<file path="config.mk">
export PLATFORM = sky130hd
export DESIGN_NAME = vga_zoom_display_flat
export DESIGN_NICKNAME = d
export VERILOG_FILES = /design/src/rtl/vga_zoom_if.sv /design/src/rtl/vga_zoom_display.sv /design/src/flat_wrapper.sv
export SDC_FILE = /design/constraint.sdc
export NUM_CORES = 1
export LEC_CHECK = 0
export BUFFER_PORTS_ARGS = -buffer_cell sky130_fd_sc_hd__buf_2
export CORE_AREA = 2 2 125 127
export CTS_CLUSTER_DIAMETER = 40
export CTS_CLUSTER_SIZE = 8
export DETAILED_ROUTE_END_ITERATION = 7
export DIE_AREA = 0 0 127 129
export PLACE_DENSITY_LB_ADDON = 0.2
export RECOVER_POWER = 100
export SLEW_MARGIN = 20
export SYNTH_ARGS = -nofsm -noshare
export SYNTH_HDL_FRONTEND = slang
export SYNTH_SLANG_ARGS = --single-unit
</file>
<file path="constraint.sdc">
create_clock -name clk -period 6 [get_ports clk]
set_input_delay 1.5 -clock clk [delete_from_list [all_inputs] [get_ports clk]]
set_output_delay 1.5 -clock clk [all_outputs]
set_load 0.02 [all_outputs]
</file>
<file path="src/rtl/vga_zoom_if.sv">
// Request/response link between the display stage and the zoom engine:
// the display asks for (x_vga, y_vga) and the engine answers with pixel_in/pixel_valid_in.
interface vga_zoom_if #(
   parameter int DATA_WIDTH = 8
);
   logic [9:0]            x_vga;
   logic [9:0]            y_vga;
   logic                  flow_enabled;
   logic [DATA_WIDTH-1:0] pixel_in;
   logic                  pixel_valid_in;

   modport master (
      output x_vga, y_vga, flow_enabled,
      input  pixel_in, pixel_valid_in
   );

   modport slave (
      input  x_vga, y_vga, flow_enabled,
      output pixel_in, pixel_valid_in
   );
endinterface

</file>
<file path="src/rtl/vga_zoom_display.sv">
// VGA display stage for the zoom-out path: 4-clock pixel slots, a request counter running
// LOOKAHEAD slots ahead of the display counter, and a centred IMG>>k window inside a border.
module vga_zoom_display #(
   parameter int                    IMG_WIDTH    = 160,
   parameter int                    IMG_HEIGHT   = 120,
   parameter int                    DATA_WIDTH   = 8,
   parameter int                    LOOKAHEAD    = 2,
   parameter logic [DATA_WIDTH-1:0] BORDER_COLOR = '0,
   parameter int                    H_VISIBLE    = 640,
   parameter int                    H_FRONT      = 16,
   parameter int                    H_SYNC       = 96,
   parameter int                    H_BACK       = 48,
   parameter int                    V_VISIBLE    = 480,
   parameter int                    V_FRONT      = 10,
   parameter int                    V_SYNC       = 2,
   parameter int                    V_BACK       = 33
) (
   input  logic                  clk,
   input  logic                  reset,
   input  logic [1:0]            k,
   vga_zoom_if.master            zif,
   output logic                  hsync,
   output logic                  vsync,
   output logic                  video_on,
   output logic [DATA_WIDTH-1:0] pixel_rgb,
   output logic                  frame_start
);

   localparam logic [9:0] H_ACT  = 10'(H_VISIBLE);
   localparam logic [9:0] H_SS   = 10'(H_VISIBLE + H_FRONT);
   localparam logic [9:0] H_SE   = 10'(H_VISIBLE + H_FRONT + H_SYNC);
   localparam logic [9:0] H_LAST = 10'(H_VISIBLE + H_FRONT + H_SYNC + H_BACK - 1);
   localparam logic [9:0] V_ACT  = 10'(V_VISIBLE);
   localparam logic [9:0] V_SS   = 10'(V_VISIBLE + V_FRONT);
   localparam logic [9:0] V_SE   = 10'(V_VISIBLE + V_FRONT + V_SYNC);
   localparam logic [9:0] V_LAST = 10'(V_VISIBLE + V_FRONT + V_SYNC + V_BACK - 1);
   localparam logic [9:0] IMG_W  = 10'(IMG_WIDTH);
   localparam logic [9:0] IMG_H  = 10'(IMG_HEIGHT);

   logic [1:0]            tick;
   logic [9:0]            h, v, rh, rv;
   logic [9:0]            h_n, v_n, rh_n, rv_n;
   logic [1:0]            k_lat;
   logic [DATA_WIDTH-1:0] pix_hold;
   logic [9:0]            win_w, win_h, win_x0, win_y0;
   logic                  act_n, disp_in, req_in;

   function automatic logic in_win(input logic [9:0] p, q, wx0, wy0, ww, wh);
      return (p >= wx0) && (p < wx0 + ww) && (q >= wy0) && (q < wy0 + wh);
   endfunction

   // Next-slot positions and window geometry; geometry is frozen per frame through k_lat
   always_comb begin
      h_n     = (h == H_LAST) ? '0 : h + 10'd1;
      v_n     = (h != H_LAST) ? v : ((v == V_LAST) ? '0 : v + 10'd1);
      rh_n    = (rh == H_LAST) ? '0 : rh + 10'd1;
      rv_n    = (rh != H_LAST) ? rv : ((rv == V_LAST) ? '0 : rv + 10'd1);
      win_w   = IMG_W >> k_lat;
      win_h   = IMG_H >> k_lat;
      win_x0  = (H_ACT - win_w) >> 1;
      win_y0  = (V_ACT - win_h) >> 1;
      act_n   = (h_n < H_ACT) && (v_n < V_ACT);
      disp_in = in_win(h_n, v_n, win_x0, win_y0, win_w, win_h);
      req_in  = in_win(rh_n, rv_n, win_x0, win_y0, win_w, win_h);
   end

   always_ff @(posedge clk) begin
      if (reset) begin
         tick             <= '0;
         h                <= '0;
         v                <= '0;
         rh               <= 10'(LOOKAHEAD);
         rv               <= '0;
         k_lat            <= k;
         hsync            <= 1'b1;
         vsync            <= 1'b1;
         video_on         <= 1'b0;
         pixel_rgb        <= '0;
         frame_start      <= 1'b0;
         pix_hold         <= '0;
         zif.x_vga        <= '0;
         zif.y_vga        <= '0;
         zif.flow_enabled <= 1'b0;
      end else begin
         tick        <= tick + 2'd1;
         frame_start <= 1'b0;
         if (zif.pixel_valid_in)
            pix_hold <= zif.pixel_in;
         // Slot boundary: pixel_rgb sees pix_hold before any same-edge capture
         if (tick == 2'd3) begin
            h         <= h_n;
            v         <= v_n;
            rh        <= rh_n;
            rv        <= rv_n;
            video_on  <= act_n;
            hsync     <= !((h_n >= H_SS) && (h_n < H_SE));
            vsync     <= !((v_n >= V_SS) && (v_n < V_SE));
            pixel_rgb <= disp_in ? pix_hold : (act_n ? BORDER_COLOR : '0);
            zif.flow_enabled <= req_in;
            zif.x_vga        <= req_in ? rh_n - win_x0 : '0;
            zif.y_vga        <= req_in ? rv_n - win_y0 : '0;
            if (h_n == '0 && v_n == '0) begin
               k_lat       <= k;
               frame_start <= 1'b1;
            end
         end
      end
   end

endmodule

</file>
<file path="src/flat_wrapper.sv">
// flat-port wrapper written by rule: the top's interface ports become plain ports
module vga_zoom_display_flat 
#(
   parameter int                    IMG_WIDTH    = 160,
   parameter int                    IMG_HEIGHT   = 120,
   parameter int                    DATA_WIDTH   = 8,
   parameter int                    LOOKAHEAD    = 2,
   parameter logic [DATA_WIDTH-1:0] BORDER_COLOR = '0,
   parameter int                    H_VISIBLE    = 640,
   parameter int                    H_FRONT      = 16,
   parameter int                    H_SYNC       = 96,
   parameter int                    H_BACK       = 48,
   parameter int                    V_VISIBLE    = 480,
   parameter int                    V_FRONT      = 10,
   parameter int                    V_SYNC       = 2,
   parameter int                    V_BACK       = 33
)
  (clk, reset, k, hsync, vsync, video_on, pixel_rgb, frame_start, zif_x_vga, zif_y_vga, zif_flow_enabled, zif_pixel_in, zif_pixel_valid_in);
  vga_zoom_if #(.DATA_WIDTH(DATA_WIDTH)) zif_i ();
  input  logic clk;
  input  logic reset;
  input  logic [1:0] k;
  output logic hsync;
  output logic vsync;
  output logic video_on;
  output logic [DATA_WIDTH-1:0] pixel_rgb;
  output logic frame_start;
  output wire logic [$bits(zif_i.x_vga)-1:0] zif_x_vga;
  output wire logic [$bits(zif_i.y_vga)-1:0] zif_y_vga;
  output wire logic [$bits(zif_i.flow_enabled)-1:0] zif_flow_enabled;
  input wire logic [$bits(zif_i.pixel_in)-1:0] zif_pixel_in;
  input wire logic [$bits(zif_i.pixel_valid_in)-1:0] zif_pixel_valid_in;
  assign zif_x_vga = zif_i.x_vga;
  assign zif_y_vga = zif_i.y_vga;
  assign zif_flow_enabled = zif_i.flow_enabled;
  assign zif_i.pixel_in = zif_pixel_in;
  assign zif_i.pixel_valid_in = zif_pixel_valid_in;
  vga_zoom_display #(.IMG_WIDTH(IMG_WIDTH), .IMG_HEIGHT(IMG_HEIGHT), .DATA_WIDTH(DATA_WIDTH), .LOOKAHEAD(LOOKAHEAD), .BORDER_COLOR(BORDER_COLOR), .H_VISIBLE(H_VISIBLE), .H_FRONT(H_FRONT), .H_SYNC(H_SYNC), .H_BACK(H_BACK), .V_VISIBLE(V_VISIBLE), .V_FRONT(V_FRONT), .V_SYNC(V_SYNC), .V_BACK(V_BACK)) u_core (.clk(clk), .reset(reset), .k(k), .zif(zif_i), .hsync(hsync), .vsync(vsync), .video_on(video_on), .pixel_rgb(pixel_rgb), .frame_start(frame_start));
endmodule
</file>
==> flow_metrics.py <==
metrics = {
    "worst_setup_path": {
        "r2r-end": "u_core.zif.x_vga[2]",
        "rr_worst_depth": 11,
        "start_kind": "register",
        "path_cells": "ha_1 -> and4_1 -> nand3_1 -> nor3_1 -> xor2_1 -> ha_1 -> a2111oi_0 -> nand2_1 -> o31a_1 -> nor4b_4 -> a32o_1",
        "r2r-start": "u_core.rh[0]",
        "reg2reg_slack_ns": 1.22,
        "endpoint_kind": "register",
        "cp_data_required_time_ns": 6.29,
        "path_class": "register to register",
        "crit_path_max_fanout": 21,
        "max_stage_delay_ns": 0.90,
        "arrival_ns": 5.07,
        "crit_path_frequent_cell": "ha_1",
        "critPathSlowestCell": "nor4b_4",
    },
    "routing": {
        "dr_total_vias": 5300,
        "ant_nets": 0,
        "drt_iter0_markers": 254,
        "drt-vias-per-instance": 5.64,
        "wl_per_cell_um": 16.8,
        "drc": 0,
        "wirelength_um": 15800,
        "drtPass1Iterations": 4,
    },
    "floorplan": {
        "core_mm2": 0.0150,
        "fp.dieW_um": 127,
        "die-height_um": 129,
        "io_pins": 46,
        "start_util_pct": 40.4,
        "fp-row-count": 45,
        "die_area_mm2": 0.0164,
    },
    "finish": {
        "fillers": 1517,
        "multi_input_area_mm2": 0.00407,
        "drive_above_1_share_pct": 5.59,
        "n_antenna_cell": 0,
        "seq_area_mm2": 0.00172,
        "fin_nets": 840,
        "design_area_mm2": 0.00669,
        "final_util_pct": 44.7,
        "synthToLayoutAreaGrowth_pct": 10.7,
    },
    "timing": {
        "rsz0062_at_grt": "no",
        "worstMarginPinSlew_ns": 2.26,
        "tns_ns": 0,
        "timing.final.crit_share_pct": 79.7,
        "max_slew_margin_pct": -50.6,
        "slew_violations": 81,
        "whs_ns": 0.426,
        "finalSetupViolCount": 0,
        "hold_viol_final": 0,
        "max_clock_freq_ghz": 0.209,
        "skew_ns": 0.00813,
        "layout_min_cycle_time_ns": 4.78,
        "worst_slack_ns": 1.22,
    },
    "logic_synthesis": {
        "ys.flop_type": "dfxtp_1",
        "yosysTopAreaCell": "dfxtp_1",
        "synth_top_area_share_pct": 27.5,
        "synthTopCellsByArea": "dfxtp_1, ha_1, nor2_1",
        "yosysWarnings": 0,
        "synthCells": 721,
        "avgSynthCellArea_um2": 8.39,
        "ys_ff_latch": 85,
        "async_flop_share_pct": 0,
        "syn_area_mm2": 0.00605,
        "synth_cell_types": 71,
        "ys_seq_area_share_pct": 28.5,
        "synth_edf_count": 2,
        "postSynthNetCount": 814,
    },
    "clock_network": {
        "post_cts_buffers": 0,
        "clk_pin_slew_worst_paths_ns": 0.07,
        "root_buffer": "clkbuf_16",
        "clkLatencyLatePin_ns": 0.36,
        "hold_buffers": 0,
        "cts_made_buffers": 9,
        "cts_tree": "yes",
        "cts_resized": 0,
        "cts_buffer_depth": 2,
        "clock-sinks": 85,
        "cts_max_level": 3,
    },
    "hold_path": {
        "hold_depth": 1,
        "whs_endpoint": "u_core.tick[0]",
        "hp-start": "u_core.tick[0]",
        "holdCritPathClass": "register to register",
    },
    "place": {
        "place_area_mm2": 0.00641,
        "gp_routability_congestion": 0.902,
        "pre_cts_slack_ns": 1.42,
        "portBuffers": 45,
        "dp_hpwl_um": 11800,
    },
    "power": {
        "p_leak_nw": 2.86,
        "vdd_drop_max_v": 0.000131,
        "power_density_mw_per_mm2": 208,
    },
    "global_routing": {
        "grt_pass1_wl_um": 25700,
        "antenna_found_initial": 0,
        "grt_pass1_vias": 4992,
        "grt_max_degree": 51,
        "grt_usage_pct": 19.9,
        "overflow": 0,
    },
    "outcome": {
        "violations": "capacitance limit, slew limit",
        "outcome": "finished with violations",
    },
    "job": {
        "drv_cap": 2,
    },
}
-- where the power goes --
part / switching, W / internal, W
combinational: 0.000107 / 0.0000656
sequential: 0.0000133 / 0.000578
clock: 0.000250 / 0.000380
-- critical path: cells and delay by family (launching register included) --
kind | cells | cell delay [ns]
AND/OR/NAND/NOR | 5 | 2.31
AO/OA/AOI/OAI | 3 | 1.22
adder cells (fa/ha/maj) | 2 | 0.58
XOR/XNOR | 1 | 0.17
flip-flops | 1 | 0.43
-- through the flow --
stage,cells,total power [W]
finish,940,0.00139
CTS,940,0.00141
global route,940,0.00146
global placement,924,0.000771
floorplan,721,0.000726
detailed placement,924,0.000776
-- how the worst max path moves through the flow --
stage                             from                   to  slack (ns)  cells after the start
after global routing             reset  u_core.zif.x_vga[2]        0.76                      4
after global placement    u_core.rh[0]  u_core.zif.x_vga[2]        1.57                     11
final                     u_core.rh[0]  u_core.zif.x_vga[2]        1.22                     11
after floorplan           u_core.rh[0]  u_core.zif.x_vga[0]        2.55                     14
after detailed placement  u_core.rh[0]  u_core.zif.x_vga[2]        1.42                     11
after CTS                 u_core.rh[0]  u_core.zif.x_vga[2]        1.26                     11
-- sequential cells by signal (all words and copies together), names as in the netlist --
name                     cells
u_core.rh                   10
u_core.vsync                 1
u_core.h                    10
u_core.v                    10
u_core.k_lat                 2
u_core.tick                  2
u_core.pix_hold              8
u_core.zif.y_vga            10
u_core.rv                   10
u_core.frame_start           1
u_core.zif.flow_enabled      1
u_core.zif.x_vga            10
u_core.hsync                 1
u_core.pixel_rgb             8
u_core.video_on              1
-- synth_stat cells, types with 6 or more instances --
cell type / n
nand4_1: 14
ha_1: 79
nor2_1: 84
xor2_1: 32
and4_1: 6
o21ai_1: 17
o21ai_0: 21
a211oi_1: 10
mux2i_1: 17
nand3_1: 30
a22o_1: 19
buf_2: 10
and3_1: 9
o21a_1: 9
nand2_1: 57
a21o_1: 9
inv_1: 32
a21oi_1: 19
o31ai_1: 6
nor2b_1: 11
nor3_1: 22
clkbuf_1: 23
xnor2_1: 19
dfxtp_1: 83
-- area by class of cell --
type,count,area share [%]
well taps,188,3.52
clock buffers,10,3.57
repair buffers,49,3.07
multi-input cells,569,60.8
clock inverters,6,1.42
inverters,33,1.85
flip-flops and latches,85,25.7
-- cells in the final DEF (no fill, tap or decap), drive strengths merged, types with 6 or more instances in the layout --
master	netlist	routed
nor2	84	84
dfxtp	83	83
ha	79	79
nand2	58	58
clkbuf	23	46
o21ai	38	38
inv	33	34
xor2	32	32
nand3	30	30
nor3	23	23
xnor2	19	19
a21oi	19	19
a22o	19	19
mux2i	17	17
nand4	15	15
buf	11	13
nor2b	11	11
a211oi	10	10
a21o	9	9
and3	9	9
o21a	9	9
and4	6	6
o31ai	6	6
-- routing by layer --
metal	GRT usage (%)	routed length, µm
met5	0	0
met4	5.62	258
met3	4.20	783
met2	32.6	7300
met1	26.5	7500
-- cells by family after synthesis --
logic type / Yosys count / synth area share [%]
buf+inv: 67 / 4.37
flops: 85 / 28.5
compound gates: 153 / 18.1
xor+xnor: 51 / 7.39
simple gates: 268 / 22.2
fa+ha+maj: 80 / 16.7
mux: 17 / 2.81
No activity file was read; power rests on OpenSTA's default activity.
